## src/rtl/instruction_queue.sv

```systemverilog
// instruction_queue: circular FIFO between the instruction decoder and the
// reservation-station dispatch logic. It holds decoded instructions in
// arrival order and also keeps a running count of buffered control-flow
// (branch) entries. A flush discards everything, e.g. on a branch mispredict.
//
// Ports:
//   clk          rising-edge clock
//   rst          asynchronous reset, active-low (queue empty while low)
//   flush_i      discard all entries at the next edge (beats enq/deq)
//   enq_vld_i    decoder presents enq_instr_i
//   enq_instr_i  instruction from the decoder
//   enq_rdy_o    queue can accept an entry this cycle (= !full_o)
//   deq_vld_o    deq_instr_o holds the oldest entry (= !empty_o)
//   deq_instr_o  oldest entry, read straight out of storage
//   deq_rdy_i    dispatch consumes the oldest entry this cycle
//   count_o      number of occupied entries
//   br_count_o   occupied entries whose branch flag is set
//   full_o       count_o == DEPTH
//   empty_o      count_o == 0

package instruction_queue_pkg;
  typedef struct packed {
    logic [31:0] pc;
    logic [7:0]  opcode;
    logic [4:0]  rd;
    logic        branch;
  } instruction_element_t;
endpackage

module instruction_queue
  import instruction_queue_pkg::*;
#(
  parameter int  DEPTH = 8,
  localparam int PTR_W = $clog2(DEPTH)
) (
  input  logic                 clk,
  input  logic                 rst,
  input  logic                 flush_i,
  input  logic                 enq_vld_i,
  input  instruction_element_t enq_instr_i,
  output logic                 enq_rdy_o,
  output logic                 deq_vld_o,
  output instruction_element_t deq_instr_o,
  input  logic                 deq_rdy_i,
  output logic [PTR_W:0]       count_o,
  output logic [PTR_W:0]       br_count_o,
  output logic                 full_o,
  output logic                 empty_o
);

  localparam logic [PTR_W:0] PTR_ONE = (PTR_W + 1)'(1);

  // Pointers carry one extra MSB that toggles on every wrap, so full and
  // empty can be told apart when the indices coincide.
  logic [PTR_W:0] head_reg, head_next;
  logic [PTR_W:0] tail_reg, tail_next;
  logic [PTR_W:0] br_count_reg, br_count_next;

  instruction_element_t mem [DEPTH];

  logic full, empty;
  logic enq_fire, deq_fire;
  logic enq_is_br, deq_is_br;

  assign full  = (head_reg[PTR_W-1:0] == tail_reg[PTR_W-1:0]) &&
                 (head_reg[PTR_W] != tail_reg[PTR_W]);
  assign empty = (head_reg == tail_reg);

  assign enq_rdy_o   = !full;
  assign deq_vld_o   = !empty;
  assign full_o      = full;
  assign empty_o     = empty;
  // Modular difference of the extended pointers is the occupancy (0..DEPTH).
  assign count_o     = tail_reg - head_reg;
  assign br_count_o  = br_count_reg;
  assign deq_instr_o = mem[head_reg[PTR_W-1:0]];

  // Flush suppresses both handshakes so neither storage nor counters move.
  assign enq_fire  = enq_vld_i && !full && !flush_i;
  assign deq_fire  = deq_vld_o && deq_rdy_i && !flush_i;
  assign enq_is_br = enq_fire && enq_instr_i.branch;
  assign deq_is_br = deq_fire && deq_instr_o.branch;

  always_comb begin
    head_next     = head_reg;
    tail_next     = tail_reg;
    br_count_next = br_count_reg;
    if (flush_i) begin
      head_next     = '0;
      tail_next     = '0;
      br_count_next = '0;
    end else begin
      if (enq_fire) tail_next = tail_reg + PTR_ONE;
      if (deq_fire) head_next = head_reg + PTR_ONE;
      // A branch entering and a branch leaving in one cycle cancel out.
      case ({enq_is_br, deq_is_br})
        2'b10:   br_count_next = br_count_reg + PTR_ONE;
        2'b01:   br_count_next = br_count_reg - PTR_ONE;
        default: br_count_next = br_count_reg;
      endcase
    end
  end

  always_ff @(posedge clk or negedge rst) begin
    if (!rst) begin
      head_reg     <= '0;
      tail_reg     <= '0;
      br_count_reg <= '0;
    end else begin
      head_reg     <= head_next;
      tail_reg     <= tail_next;
      br_count_reg <= br_count_next;
    end
  end

  // Storage is deliberately not reset; only the pointers define validity.
  always_ff @(posedge clk) begin
    if (enq_fire) begin
      mem[tail_reg[PTR_W-1:0]] <= enq_instr_i;
    end
  end

endmodule

```

## config.mk

```make
export PLATFORM = sky130hd
export DESIGN_NAME = instruction_queue
export DESIGN_NICKNAME = d
export VERILOG_FILES = /design/src/rtl/instruction_queue.sv
export SDC_FILE = /design/constraint.sdc
export NUM_CORES = 1
export LEC_CHECK = 0
export ABC_CLOCK_PERIOD_IN_PS = 9650
export BUFFER_PORTS_ARGS = -buffer_cell sky130_fd_sc_hd__buf_2
export CAP_MARGIN = 25
export CORE_UTILIZATION = 64
export DETAILED_ROUTE_END_ITERATION = 8
export GPL_TIMING_DRIVEN = 0
export PLACE_DENSITY = 0.89
export SKIP_CTS_REPAIR_TIMING = 1
export SYNTH_ARGS = -nofsm -noshare
export SYNTH_HDL_FRONTEND = slang
export SYNTH_SLANG_ARGS = --single-unit
```

## constraint.sdc

```tcl
create_clock -name clk -period 9.65 [get_ports clk]
set_input_delay 0 -clock clk [delete_from_list [all_inputs] [get_ports clk]]
set_output_delay 0 -clock clk [all_outputs]
set_load 0.02 [all_outputs]
```

==> flow_metrics.env <==
export IMPL_cts_root_buffer="clkbuf_16"
export IMPL_clock_fmax_mhz=207.9
export IMPL_min_period_ps=4809
export IMPL_syn_inst=734
export IMPL_port_buffer_count=108
export IMPL_stdcell_area_sq_um=17660
export IMPL_rsz0062_at_grt="false"
export IMPL_p_seq_share_pct=47.7
export IMPL_status="finished clean"
export IMPL_fillers=1165
export IMPL_start_util_pct=65.03
export IMPL_startpoint="head_reg[1]"
export IMPL_regToRegSetupSlack_ps=4840
export IMPL_ys_seq_area_share_pct=77.33
export IMPL_r2r_end="mem[1][21]"
export IMPL_ys_top_cells_by_count="edfxtp_1, nand2_1, mux4_2"
export IMPL_synth_edff_count=368
export IMPL_hold_path_end="head_reg[0]"
export IMPL_async_reset_ff_share_pct=3.158
export IMPL_clock_skew_ps=11.63
export IMPL_largest_register_ffs=368
export IMPL_first_pass_iters=7
export IMPL_avgSynthCellArea_sq_um=20.00
export IMPL_hold_path_class="primary input to flop"
export IMPL_routedWlPerCell_um=27.72
export IMPL_via_per_inst=6.432
export IMPL_ys_flop_type="edfxtp_1"
export IMPL_p_sw_share_pct=25.06
export IMPL_postPlaceCellArea_sq_um=15960
export IMPL_h_tree_depth=2
export IMPL_cts_path_max_buffers=3
export IMPL_cts_tree="yes"
export IMPL_p_comb_share_pct=15.6
export IMPL_grt_pass1_wl_um=50560
export IMPL_vdd_drop_max_v=0.0001831
export IMPL_dieHeight_um=153.4
export IMPL_timing_rr_start="head_reg[1]"
export IMPL_p_int_uw=2910
export IMPL_worst_pin_slew_ps=928.8
export IMPL_worstHoldPathCells=5
export IMPL_p_sw_uw=973.1
export IMPL_cts_clk_slew_worst_paths_ps=70
export IMPL_crit_arrival_ps=5040
export IMPL_syn2layout_area_growth_pct=20.33
export IMPL_num_antenna_cells=0
export IMPL_antenna_found_initial=0
export IMPL_worstRegToRegCells=13
export IMPL_dp_cells=1146
export IMPL_drc=0
export IMPL_first_iter_violations=841
export IMPL_io_pins=109
export IMPL_slew_headroom_pct=37.74
export IMPL_crit_required_ps=9890
export IMPL_grt_max_degree=26
export IMPL_ys_top_cells_by_area="edfxtp_1, mux4_2, nand2_1, dfrtp_1, ha_1"
export IMPL_grt_use_total_pct=30.23
export IMPL_dieArea_sq_um=23550
export IMPL_synth_cell_types=32
export IMPL_dp_hpwl_um=19000
export IMPL_fin_util_pct=78.25
export IMPL_worstSkewPairLatency_ps=530
export IMPL_layout_drive_gt1_share_pct=30.06
export IMPL_pwr_share_clk_pct=36.7
export IMPL_fin_crit_sh_pct=49.84
export IMPL_worst_setup_path_end_kind="flop"
export IMPL_core_area_sq_um=22570
export IMPL_ant_nets=0
export IMPL_slew_violations=0
export IMPL_die_x_um=153.4
export IMPL_gp_congestion=0.7713
export IMPL_clkSinkCount=380
export IMPL_finalHoldViolations=0
export IMPL_p_leak_uw=0.006096
export IMPL_path_max_fanout=10
export IMPL_start_kind="flop"
export IMPL_crit_type="flop to flop"
export IMPL_synth_top_cell_area_share_pct=75.28
export IMPL_grt_overflow_total=0
export IMPL_nNetsFinal=1011
export IMPL_cap_violations=0
export IMPL_synth_fp_nets=794
export IMPL_ys_ff_latch=380
export IMPL_yosys_warnings=0
export IMPL_first_global_vias=8241
export IMPL_power_density_nw_per_um2=219.8
export IMPL_netlist_area_sq_um=14680
export IMPL_setup_viol=0
export IMPL_cts_buffers_inserted=37
export IMPL_worstHoldStart="deq_rdy_i"
export IMPL_tns_ps=0
export IMPL_yosysTopAreaCell="edfxtp_1"
export IMPL_vias=8124
export IMPL_stdcell_count=1263
export IMPL_placementRows=55
export IMPL_synth_most_common_cell="edfxtp_1"
export IMPL_wl_um=35010
power by group through the flow:
stage          combinational [uW]  sequential [uW]  clock (uW)
6_report                      605             1850        1430
5_1_grt                       642             1850        1490
2_1_floorplan                 394             1890           0
4_1_cts                       589             1850        1430
3_3_place_gp                  547             1890           0
3_5_place_dp                  572             1880           0
kinds of logic after synthesis:
family                   Yosys count  share of synthesized area (%)
flip-flops                       380                          77.33
AND/OR/NAND/NOR                  176                          4.688
multiplexers                      97                          14.44
buffers and inverters             43                          1.227
AO/OA/AOI/OAI                     16                         0.6733
XOR/XNOR                          13                         0.7757
adder cells (fa/ha/maj)            9                         0.8694
placed cells by master, fill, tap and decap left out, types with 2 or more instances in the layout:
master	count
a21o_1	3
a21oi_1	7
buf_1	3
buf_12	5
buf_16	4
buf_2	117
buf_6	10
buf_8	2
bufinv_16	3
clkbuf_1	25
clkbuf_16	38
clkinv_1	7
clkinv_2	6
clkinvlp_4	5
dfrtp_1	12
dlygate4sd3_1	50
edfxtp_1	368
fa_1	2
ha_1	7
inv_1	9
mux2_1	4
mux4_2	91
nand2_1	143
nand2b_1	2
nand3_1	3
nor2_1	12
nor2_4	6
nor3_1	3
nor3_2	2
o21a_1	2
o21ai_1	2
xnor2_1	9
xor2_1	4
per-stage QoR:
| step | power, uW | setup slack [ps] | hold WS [ps] |
|---|---|---|---|
| 2_1_floorplan | 2282 | 4049 | -295.6 |
| 6_report | 3883 | 4841 | 160.1 |
| 3_3_place_gp | 2434 | 449.4 | -106.4 |
| 4_1_cts | 3874 | 4858 | -652.1 |
| 3_5_place_dp | 2457 | 5071 | -97.16 |
| 5_1_grt | 3988 | 4637 | 210.5 |
cell type report:
cell class,instances,area [sq um],share of cell area [%]
clock inverters,23,220.2,1.247
repair buffers,178,1383,7.827
plain buffers,33,142.6,0.8075
well taps,285,356.6,2.019
inverters,10,37.54,0.2125
clock buffers,43,969.7,5.490
flip-flops and latches,380,11350,64.26
multi-input cells,311,3203,18.13
worst max-delay path, cell delays in order, from the launching register on:
cell and delay (ps):
dfrtp_1 490, clkbuf_1 500, clkbuf_1 590, inv_1 170
ha_1 360, nand3_1 220, o21ai_1 160, nor2_1 200
nand2_1 260, nor3_2 770, buf_8 240, buf_6 160
buf_6 200, buf_8 180
how the worst max path moves through the flow:
stage,endpoint,slack [ps],depth (start not counted)
after floorplan,mem[1][0],4050,9
after global placement,mem[0][21],450,9
after detailed placement,mem[1][19],5070,13
after CTS,mem[0][21],4860,12
after global routing,mem[1][19],4640,13
final,mem[1][21],4840,13
layer usage:
| metal | up-vias | GRT usage (%) | wire [um] |
|---|---|---|---|
| met4 | 0 | 13.33 | 1361 |
| met2 | 546 | 51.49 | 18320 |
| met5 | - | 0 | 0 |
| met3 | 105 | 4.933 | 2819 |
| li1 | 3333 | - | - |
| met1 | 4140 | 39.08 | 12510 |
No activity file was read; power rests on OpenSTA's default activity.
